$ cat config.mk
export PLATFORM = sky130hd
export DESIGN_NAME = fft_seq_ctrl
export DESIGN_NICKNAME = d
export VERILOG_FILES = /design/src/rtl/fft_seq_ctrl.sv
export SDC_FILE = /design/constraint.sdc
export NUM_CORES = 1
export LEC_CHECK = 0
export BUFFER_PORTS_ARGS = -buffer_cell sky130_fd_sc_hd__buf_2
export CORE_MARGIN = 2
export CORE_UTILIZATION = 45
export DETAILED_ROUTE_END_ITERATION = 6
export GPL_ROUTABILITY_DRIVEN = 0
export GPL_TIMING_DRIVEN = 1
export PLACE_DENSITY = 0.71
export SLEW_MARGIN = 5
export SYNTH_ARGS = -nofsm -noshare
export SYNTH_HDL_FRONTEND = slang
export SYNTH_SLANG_ARGS = --single-unit
$ cat constraint.sdc
create_clock -name clk -period 2.15 [get_ports clk]
set_clock_uncertainty 0.05 [all_clocks]
set_input_delay 0.215 -clock clk [delete_from_list [all_inputs] [get_ports clk]]
set_output_delay 0.215 -clock clk [all_outputs]
set_load 0.03 [all_outputs]
$ cat src/rtl/fft_seq_ctrl.sv
// Top-level sequencer for the in-place radix-2 FFT: ingest, per-level compute/flush, egress.
// Supports runtime transform size, skip-ingest/egress, inverse flag, flush watchdog and abort.
module fft_seq_ctrl #(
    parameter int unsigned MAX_FFT_SIZE  = 4096,
    parameter int unsigned MIN_FLUSH     = 6,
    parameter int unsigned FLUSH_TIMEOUT = 64,
    parameter int unsigned FRAME_W       = 16
) (
    input  logic                                      clk,
    input  logic                                      reset,
    input  logic                                      fft_go,
    input  logic                                      fft_abort,
    input  logic [$clog2($clog2(MAX_FFT_SIZE)):0]     cfg_log2_size,
    input  logic                                      cfg_inverse,
    input  logic                                      cfg_skip_rx,
    input  logic                                      cfg_skip_tx,
    input  logic                                      axis_bram_slave_busy,
    output logic                                      axis_bram_slave_go,
    input  logic                                      addr_gen_busy,
    output logic                                      addr_gen_go,
    input  logic                                      fft_data_valid,
    input  logic                                      axis_bram_master_busy,
    output logic                                      axis_bram_master_go,
    output logic [$clog2($clog2(MAX_FFT_SIZE))-1:0]   fft_level,
    output logic [$clog2($clog2(MAX_FFT_SIZE)):0]     fft_num_levels,
    output logic                                      fft_inverse,
    output logic                                      rmem_id,
    output logic                                      wmem_id,
    output logic                                      axis_rx,
    output logic                                      axis_tx,
    output logic                                      fft_busy,
    output logic                                      fft_done,
    output logic                                      fft_err,
    output logic                                      cfg_err,
    output logic [FRAME_W-1:0]                        frame_count
);

    localparam int unsigned LEVELS = $clog2(MAX_FFT_SIZE);
    localparam int unsigned LVL_W  = $clog2(LEVELS);
    localparam int unsigned NUM_W  = LVL_W + 1;
    localparam int unsigned CNT_W  = $clog2(FLUSH_TIMEOUT);

    localparam logic [CNT_W-1:0] CNT_MIN_EXIT = CNT_W'(MIN_FLUSH - 1);
    localparam logic [CNT_W-1:0] CNT_TIMEOUT  = CNT_W'(FLUSH_TIMEOUT - 1);

    typedef enum logic [2:0] {
        S_IDLE,
        S_AXIS_READ,
        S_COMPUTE,
        S_FLUSH_PIPE,
        S_AXIS_SEND,
        S_DONE
    } state_t;

    state_t               state_q, state_d;
    logic                 first_q;
    logic [LVL_W-1:0]     level_q, level_d;
    logic [NUM_W-1:0]     num_q, num_d;
    logic                 inv_q, inv_d;
    logic                 skip_rx_q, skip_rx_d;
    logic                 skip_tx_q, skip_tx_d;
    logic                 err_q, err_d;
    logic [CNT_W-1:0]     cnt_q, cnt_d;
    logic [FRAME_W-1:0]   frame_q, frame_d;
    logic                 size_ok;
    logic                 last_level;
    logic                 flush_exit;

    assign size_ok    = (cfg_log2_size != '0) && (cfg_log2_size <= NUM_W'(LEVELS));
    assign last_level = ({1'b0, level_q} >= (num_q - NUM_W'(1)));
    assign flush_exit = !fft_data_valid && (cnt_q >= CNT_MIN_EXIT);

    // State and datapath registers
    always_ff @(posedge clk) begin
        if (reset) begin
            state_q   <= S_IDLE;
            first_q   <= 1'b0;
            level_q   <= '0;
            num_q     <= '0;
            inv_q     <= 1'b0;
            skip_rx_q <= 1'b0;
            skip_tx_q <= 1'b0;
            err_q     <= 1'b0;
            cnt_q     <= '0;
            frame_q   <= '0;
        end else begin
            state_q   <= state_d;
            first_q   <= (state_d != state_q);
            level_q   <= level_d;
            num_q     <= num_d;
            inv_q     <= inv_d;
            skip_rx_q <= skip_rx_d;
            skip_tx_q <= skip_tx_d;
            err_q     <= err_d;
            cnt_q     <= cnt_d;
            frame_q   <= frame_d;
        end
    end

    // Next-state and Mealy go pulses; sub-block busy is ignored on a state's first cycle
    always_comb begin
        state_d             = state_q;
        level_d             = level_q;
        num_d               = num_q;
        inv_d               = inv_q;
        skip_rx_d           = skip_rx_q;
        skip_tx_d           = skip_tx_q;
        err_d               = err_q;
        cnt_d               = cnt_q;
        frame_d             = frame_q;
        axis_bram_slave_go  = 1'b0;
        addr_gen_go         = 1'b0;
        axis_bram_master_go = 1'b0;
        cfg_err             = 1'b0;

        case (state_q)
            S_IDLE: begin
                if (fft_go && !fft_abort) begin
                    if (!size_ok) begin
                        cfg_err = 1'b1;
                    end else begin
                        num_d     = cfg_log2_size;
                        inv_d     = cfg_inverse;
                        skip_rx_d = cfg_skip_rx;
                        skip_tx_d = cfg_skip_tx;
                        err_d     = 1'b0;
                        level_d   = '0;
                        if (cfg_skip_rx) begin
                            addr_gen_go = 1'b1;
                            state_d     = S_COMPUTE;
                        end else begin
                            axis_bram_slave_go = 1'b1;
                            state_d            = S_AXIS_READ;
                        end
                    end
                end
            end
            S_AXIS_READ: begin
                if (!first_q && !axis_bram_slave_busy) begin
                    addr_gen_go = 1'b1;
                    state_d     = S_COMPUTE;
                end
            end
            S_COMPUTE: begin
                if (!first_q && !addr_gen_busy) begin
                    cnt_d   = '0;
                    state_d = S_FLUSH_PIPE;
                end
            end
            S_FLUSH_PIPE: begin
                cnt_d = (cnt_q == CNT_TIMEOUT) ? cnt_q : cnt_q + CNT_W'(1);
                if (flush_exit) begin
                    if (!last_level) begin
                        level_d     = level_q + LVL_W'(1);
                        addr_gen_go = 1'b1;
                        state_d     = S_COMPUTE;
                    end else if (skip_tx_q) begin
                        state_d = S_DONE;
                    end else begin
                        axis_bram_master_go = 1'b1;
                        state_d             = S_AXIS_SEND;
                    end
                end else if (cnt_q == CNT_TIMEOUT) begin
                    err_d   = 1'b1;
                    state_d = S_DONE;
                end
            end
            S_AXIS_SEND: begin
                if (!first_q && !axis_bram_master_busy) begin
                    state_d = S_DONE;
                end
            end
            S_DONE: begin
                frame_d = frame_q + FRAME_W'(1);
                state_d = S_IDLE;
            end
            default: begin
                state_d = S_IDLE;
            end
        endcase

        // Abort wins over every transition outside IDLE
        if (fft_abort && (state_q != S_IDLE)) begin
            state_d             = S_IDLE;
            level_d             = '0;
            frame_d             = frame_q;
            err_d               = err_q;
            axis_bram_slave_go  = 1'b0;
            addr_gen_go         = 1'b0;
            axis_bram_master_go = 1'b0;
        end

        if (reset) begin
            axis_bram_slave_go  = 1'b0;
            addr_gen_go         = 1'b0;
            axis_bram_master_go = 1'b0;
            cfg_err             = 1'b0;
        end
    end

    assign fft_level      = level_q;
    assign fft_num_levels = num_q;
    assign fft_inverse    = inv_q;
    assign rmem_id        = level_q[0];
    assign wmem_id        = ~level_q[0];
    assign axis_rx        = (state_q == S_AXIS_READ);
    assign axis_tx        = (state_q == S_AXIS_SEND);
    assign fft_busy       = (state_q != S_IDLE);
    assign fft_done       = (state_q == S_DONE);
    assign fft_err        = err_q;
    assign frame_count    = frame_q;

endmodule

# Word-level counts from Yosys, hierarchy flattened
# Cells that the tools add are included.
dict set report op_classes {
  addsub 4
  n_lt_le_gt_ge 3
  n_eq_ne 15
  mux 50
  n_bitwise 2
  n_reduce_logical 24
}
# cell count
set ops {}
lappend ops {{2-to-1 mux 1 bit} 29}
lappend ops {{2-to-1 mux 3 bit} 9}
lappend ops {{adder 16 x 1 -> 16 bit (second input constant)} 1}
lappend ops {{2-to-1 mux 4 bit} 4}
lappend ops {{inequality test 2 bit (second input constant)} 8}
lappend ops {{one-hot mux 3 bit (5 select lines)} 1}
lappend ops {{2-to-1 mux 6 bit} 2}
lappend ops {{one-hot mux 6 bit (2 select lines)} 1}
lappend ops {{one-hot mux 4 bit (2 select lines)} 1}
lappend ops {{logical AND 1 bit} 7}
lappend ops {{adder 6 x 1 -> 6 bit (second input constant)} 1}
lappend ops {{equality test 3 x 2 -> 1 bit (second input constant)} 2}
lappend ops {{equality test 3 bit (second input constant)} 2}
lappend ops {{equality test 6 bit (second input constant)} 1}
lappend ops {{>= comparator 6 x 3 -> 1 bit (second input constant)} 1}
lappend ops {{logical NOT 1 bit} 6}
lappend ops {{AND reduction 3 bit} 2}
lappend ops {{AND reduction 6 bit} 1}
lappend ops {{>= comparator 4 x 5 -> 1 bit} 1}
lappend ops {{less-or-equal comparator 5 x 4 -> 1 bit (second input constant)} 1}
lappend ops {{AND reduction 5 bit} 1}
lappend ops {{nonzero test 5 bit} 1}
lappend ops {{subtractor 5 x 1 -> 5 bit (second input constant)} 1}
lappend ops {{adder 4 x 1 -> 4 bit (second input constant)} 1}
lappend ops {{11 further kinds} 13}
dict set report totals {
  reg_bits 38
  output_inout_bits 37
}

# Longest topological paths before layout
dict set report logic_depth {
  depth_word 7
  depth_mapped 10
  mapped_depth_nobuf 10
}

# Worst setup path after synthesis
# No wires, ideal clock.
dict set report synth_path {
  path_kind {register to output}
  from {register num_q[0] (netlist: fft_num_levels[0])}
  to {output addr_gen_go}
  arrival_ps 2841
  required_time_ps 1885
  slack_ps -956
  path_stages_with_launch 10
  path_buffers 0
  path_cell_list {dfxtp_1 > inv_1 > ha_1 > xnor2_1 > ha_1 > o21ai_0 > a221oi_1 > o31ai_1 > a21oi_1 > nor4b_1}
}
dict set report synth_between {
  elab_chain_len 7
}
# item line_no
set synth_rtl {}
lappend synth_rtl {{start: declaration} 58} ;# logic [NUM_W-1:0] num_q, num_d;
lappend synth_rtl {{start signal: assignment} 90} ;# num_q <= num_d;
lappend synth_rtl {{subtractor 5 x 1 -> 5 bit} 70} ;# assign last_level = ({1'b0, level_q} >= (num_q - NUM_W'(1)));
lappend synth_rtl {{>= comparator 4 x 5 -> 1 bit} 70}
lappend synth_rtl {{2-to-1 mux 1 bit} 153} ;# if (!last_level) begin
lappend synth_rtl {{2-to-1 mux 1 bit} 152} ;# if (flush_exit) begin
lappend synth_rtl {{one-hot mux 1 bit (3 select lines)} 116} ;# case (state_q)
lappend synth_rtl {{2-to-1 mux 1 bit} 183} ;# if (fft_abort && (state_q != S_IDLE)) begin
lappend synth_rtl {{2-to-1 mux 1 bit} 193} ;# if (reset) begin
lappend synth_rtl {{end: declaration} 20} ;# output logic addr_gen_go,
# No other way between the ends.

# Worst setup path in the final report
# Ends and elaborated chain as after synthesis.

==> run_results.csv <==
group,metric,value,unit
finish,multiInputGateArea,0.00139,sq mm
sta,setup_violations,8,
setup_path,r2r_setup_slack,-0.20,ns
yosys,ys_ff_latch,38,
finish,nNetsFinal,356,
placed_design,place_area,0.00264,sq mm
finish,synthToLayoutAreaGrowth,36.6,%
detailed_routing,wirelength,5370,um
yosys,ys_warn_count,0,
yosys,syn_nets,279,
sta,fin_crit,2.56,ns
setup_path,slowest_stage,"dfxtp_4",
sta,maxSlewViolCount,0,
detailed_routing,avgRoutedWirePerCell,14.0,um
pwr,vdd_drop_max,0.343,mV
sta,max_freq,390,MHz
clock_tree,clock_latency,0.30,ns
grt,busiest_layer,"met2",
setup_path,worstPathCellList,"inv_4 > ha_4 > xnor2_2 > ha_4 > o21ai_2 > a221oi_2 > o31ai_2 > a21oi_2 > nor4b_4 > buf_4",
floorplan,die_y,72.6,um
setup_path,r2r-start,"fft_num_levels[0]",
detailed_routing,viasPerCell,5.37,
grt,grt_pass1_wl,8560,um
pwr,finalPower,1.50,mW
floorplan,io_pins,53,
yosys,ys_seq_area_share,35.9,%
worst_hold_path,holdPathEnd,"fft_inverse",
clock_tree,clockBufferDepth,2,
setup_path,path_class,"reg -> out",
setup_path,reg2reg_depth,11,
setup_path,start_kind,"flop",
placed_design,hpwlAfterDp,3920,um
sta,fin_crit_sh,119,%
setup_path,crit_arrival,2.30,ns
yosys,netlist_instances,253,
detailed_routing,antenna_left,0,
yosys,async_flop_share,0,%
worst_hold_path,whs_path_depth,3,
sta,worst_slack,-0.411,ns
setup_path,cp-end-kind,"primary output",
setup_path,slowest_delay,0.38,ns
status,violations,"setup timing",
yosys,synth_area_per_cell,8.37,sq um
worst_hold_path,min_path_type,"in -> reg",
floorplan,die_area,0.00527,sq mm
grt,use_met3,5.80,%
detailed_routing,vias,2058,
pwr,p_per_area,517,mW/mm^2
run,maxCapViolations,0,
clock_tree,clk_pin_slew_worst_paths,0.08,ns
floorplan,die_x,72.6,um
setup_path,cp_common_cell,"ha_4",
setup_path,worstPathRequired,1.88,ns
yosys,synth_ff_type,"dfxtp_1",
detailed_routing,drt_iter0_markers,102,
grt,overflow,0,
clock_tree,cts_sinks,38,
sta,worst_pin_slew,0.450,ns
setup_path,crit_family,"compound AO/OA/AOI/OAI gates",
sta,finalHoldViolations,0,
setup_path,r2r-end,"first_q",
setup_path,cp_num_buf_inv,2,
clock_tree,tritoncts,"done",
clock_tree,cts_max_level,2,
floorplan,core_area,0.00444,sq mm
yosys,synth_edf_count,0,
status,outcome,"finished, violations left",
finish,final_area,0.00289,sq mm
grt,grt_max_degree,26,
pwr,p_leak,1.35,nW
finish,antenna-diode-count,0,
grt,grt_use_total,20.7,%
grt,grt_pass1_vias,1903,
sta,relSlewSlack,69.8,%
floorplan,fp-row-count,24,
detailed_routing,route.detailed.drc,0,
yosys,synth.cell_area,0.00212,sq mm
floorplan,initial_core_util,47.6,%
grt,gr-usage-met2,33.3,%
detailed_routing,first_pass_iters,4,
clock_tree,cts_root_buf,"clkbuf_8",
setup_path,cp_max_fo,3,
clock_tree,ctsHoldBuffers,0,
grt,grt_antenna_before_repair,0,
sta,rsz0062_at_grt,"yes",
sta,setup_tns,-1.45,ns
worst_hold_path,min_from,"cfg_inverse",
clock_tree,numCtsBuffers,5,
finish,fillers,361,
grt,met1_usage,26.3,%
yosys,yosys.cell_types.count,46,
finish,seqCellArea,773,sq um
placed_design,io_buffers,52,
finish,drive_gt1_share,36.6,%
cell usage in the layout, fill, tap and decap left out, types with 4 or more instances in the layout:
cell type  synthesis  routed
and3_1             4       4
inv_1             12       9
clkbuf_8           0       5
nand4_1            5       5
mux2i_1            5       5
and4_1             5       5
a21oi_1           16      14
nor2_1            35      35
xnor2_1           10       8
xor2_1            12      12
nor3_1            11       8
buf_2              0      49
nand3_1           10      10
o21ai_0            9       6
dfxtp_1           38      34
ha_1              10       7
buf_4              3      30
nand2_1           16      16
sequential cells by signal (all words and copies together), names as in the netlist:
| register | count |
|---|---|
| fft_err | 1 |
| fft_level | 4 |
| skip_tx_q | 1 |
| cnt_q | 6 |
| fft_inverse | 1 |
| state_q | 3 |
| first_q | 1 |
| fft_num_levels | 5 |
| frame_count | 16 |
logic make-up after synthesis:
kind of cell	after synthesis	share of synthesized area (%)
buf+inv	24	5.85
mux	5	2.36
compound gates	39	11.3
fa+ha+maj	11	6.38
simple gates	114	29.1
flops	38	35.9
xor+xnor	22	9.10
layer usage:
metal  share of wire (%)  wire length, um
met5                   0                0
met4                 1.8               96
met3                 6.3              337
met2                  48             2600
met1                  44             2340
per-stage QoR:
stage | utilization, % | worst slack (ns) | std cells | hold slack, ns
2_1_floorplan | - | -0.218 | 253 | 0.301
3_3_place_gp | 59.3 | -0.254 | 372 | 0.391
3_5_place_dp | 59.3 | -0.253 | 372 | 0.399
4_1_cts | 63.0 | -0.407 | 382 | 0.101
5_1_grt | 65.1 | -0.494 | 383 | 0.101
6_report | 65.1 | -0.411 | 383 | 0.110
cell usage after synthesis (all sizes together), types with 2 or more instances:
| cell | instances | share of area, % |
|---|---|---|
| nor4b | 2 | 0.83 |
| inv | 12 | 2.1 |
| or3 | 4 | 1.2 |
| nor2b | 2 | 0.59 |
| o21ai | 9 | 2.1 |
| nand2 | 16 | 2.8 |
| buf | 6 | 2.7 |
| or2b | 2 | 0.71 |
| o21a | 2 | 0.71 |
| a21oi | 16 | 3.8 |
| ha | 10 | 5.9 |
| xnor2 | 10 | 4.1 |
| and2b | 2 | 0.71 |
| and4 | 5 | 2.1 |
| and3 | 4 | 1.2 |
| nand4 | 5 | 1.5 |
| nor2 | 35 | 6.2 |
| a21o | 2 | 0.71 |
| mux2i | 5 | 2.4 |
| xor2 | 12 | 5.0 |
| and2 | 3 | 0.89 |
| o31a | 2 | 0.89 |
| clkbuf | 6 | 1.1 |
| nor3 | 11 | 2.6 |
| nor3b | 5 | 2.0 |
| nand2b | 2 | 0.59 |
| dfxtp | 38 | 36 |
| nand3 | 12 | 3.7 |
final cells by class:
class | instances | share of cell area, %
Tap cell | 52 | 2.25
Clock buffer | 6 | 3.25
Inverter | 12 | 1.77
Sequential cell | 38 | 26.7
Clock inverter | 2 | 0.519
Multi-Input combinational cell | 191 | 48.0
Timing Repair Buffer | 82 | 17.4
report_power, final:
| group | internal, mW | switching [mW] |
|---|---|---|
| clock network | 0.298 | 0.276 |
| registers | 0.711 | 0.0105 |
| logic | 0.0844 | 0.115 |
tightest hold or removal path, delay by kind of cell:
family                 cells  cell delay (ns)
buffers and inverters      1             0.10
AND/OR/NAND/NOR            1             0.05
AO/OA/AOI/OAI              1             0.05
worst max path at each step:
stage                      start          end  cells after the start  slack [ns]
4_1_cts        fft_num_levels[0]  addr_gen_go                     10       -0.41
3_3_place_gp   fft_num_levels[0]  addr_gen_go                     10       -0.25
6_report       fft_num_levels[0]  addr_gen_go                     10       -0.41
5_1_grt        fft_num_levels[1]  addr_gen_go                      9       -0.49
2_1_floorplan  fft_num_levels[0]  addr_gen_go                      9       -0.22
3_5_place_dp   fft_num_levels[0]  addr_gen_go                      9       -0.25
timing repair:
item                                    in CTS  in global routing
cloned                                       0                  0
endpoints found under the setup margin       7                 10
buffers inserted                             2                  3
pin swaps                                    8                  4
resized for setup                           10                 16
No activity file was read; power rests on OpenSTA's default activity.
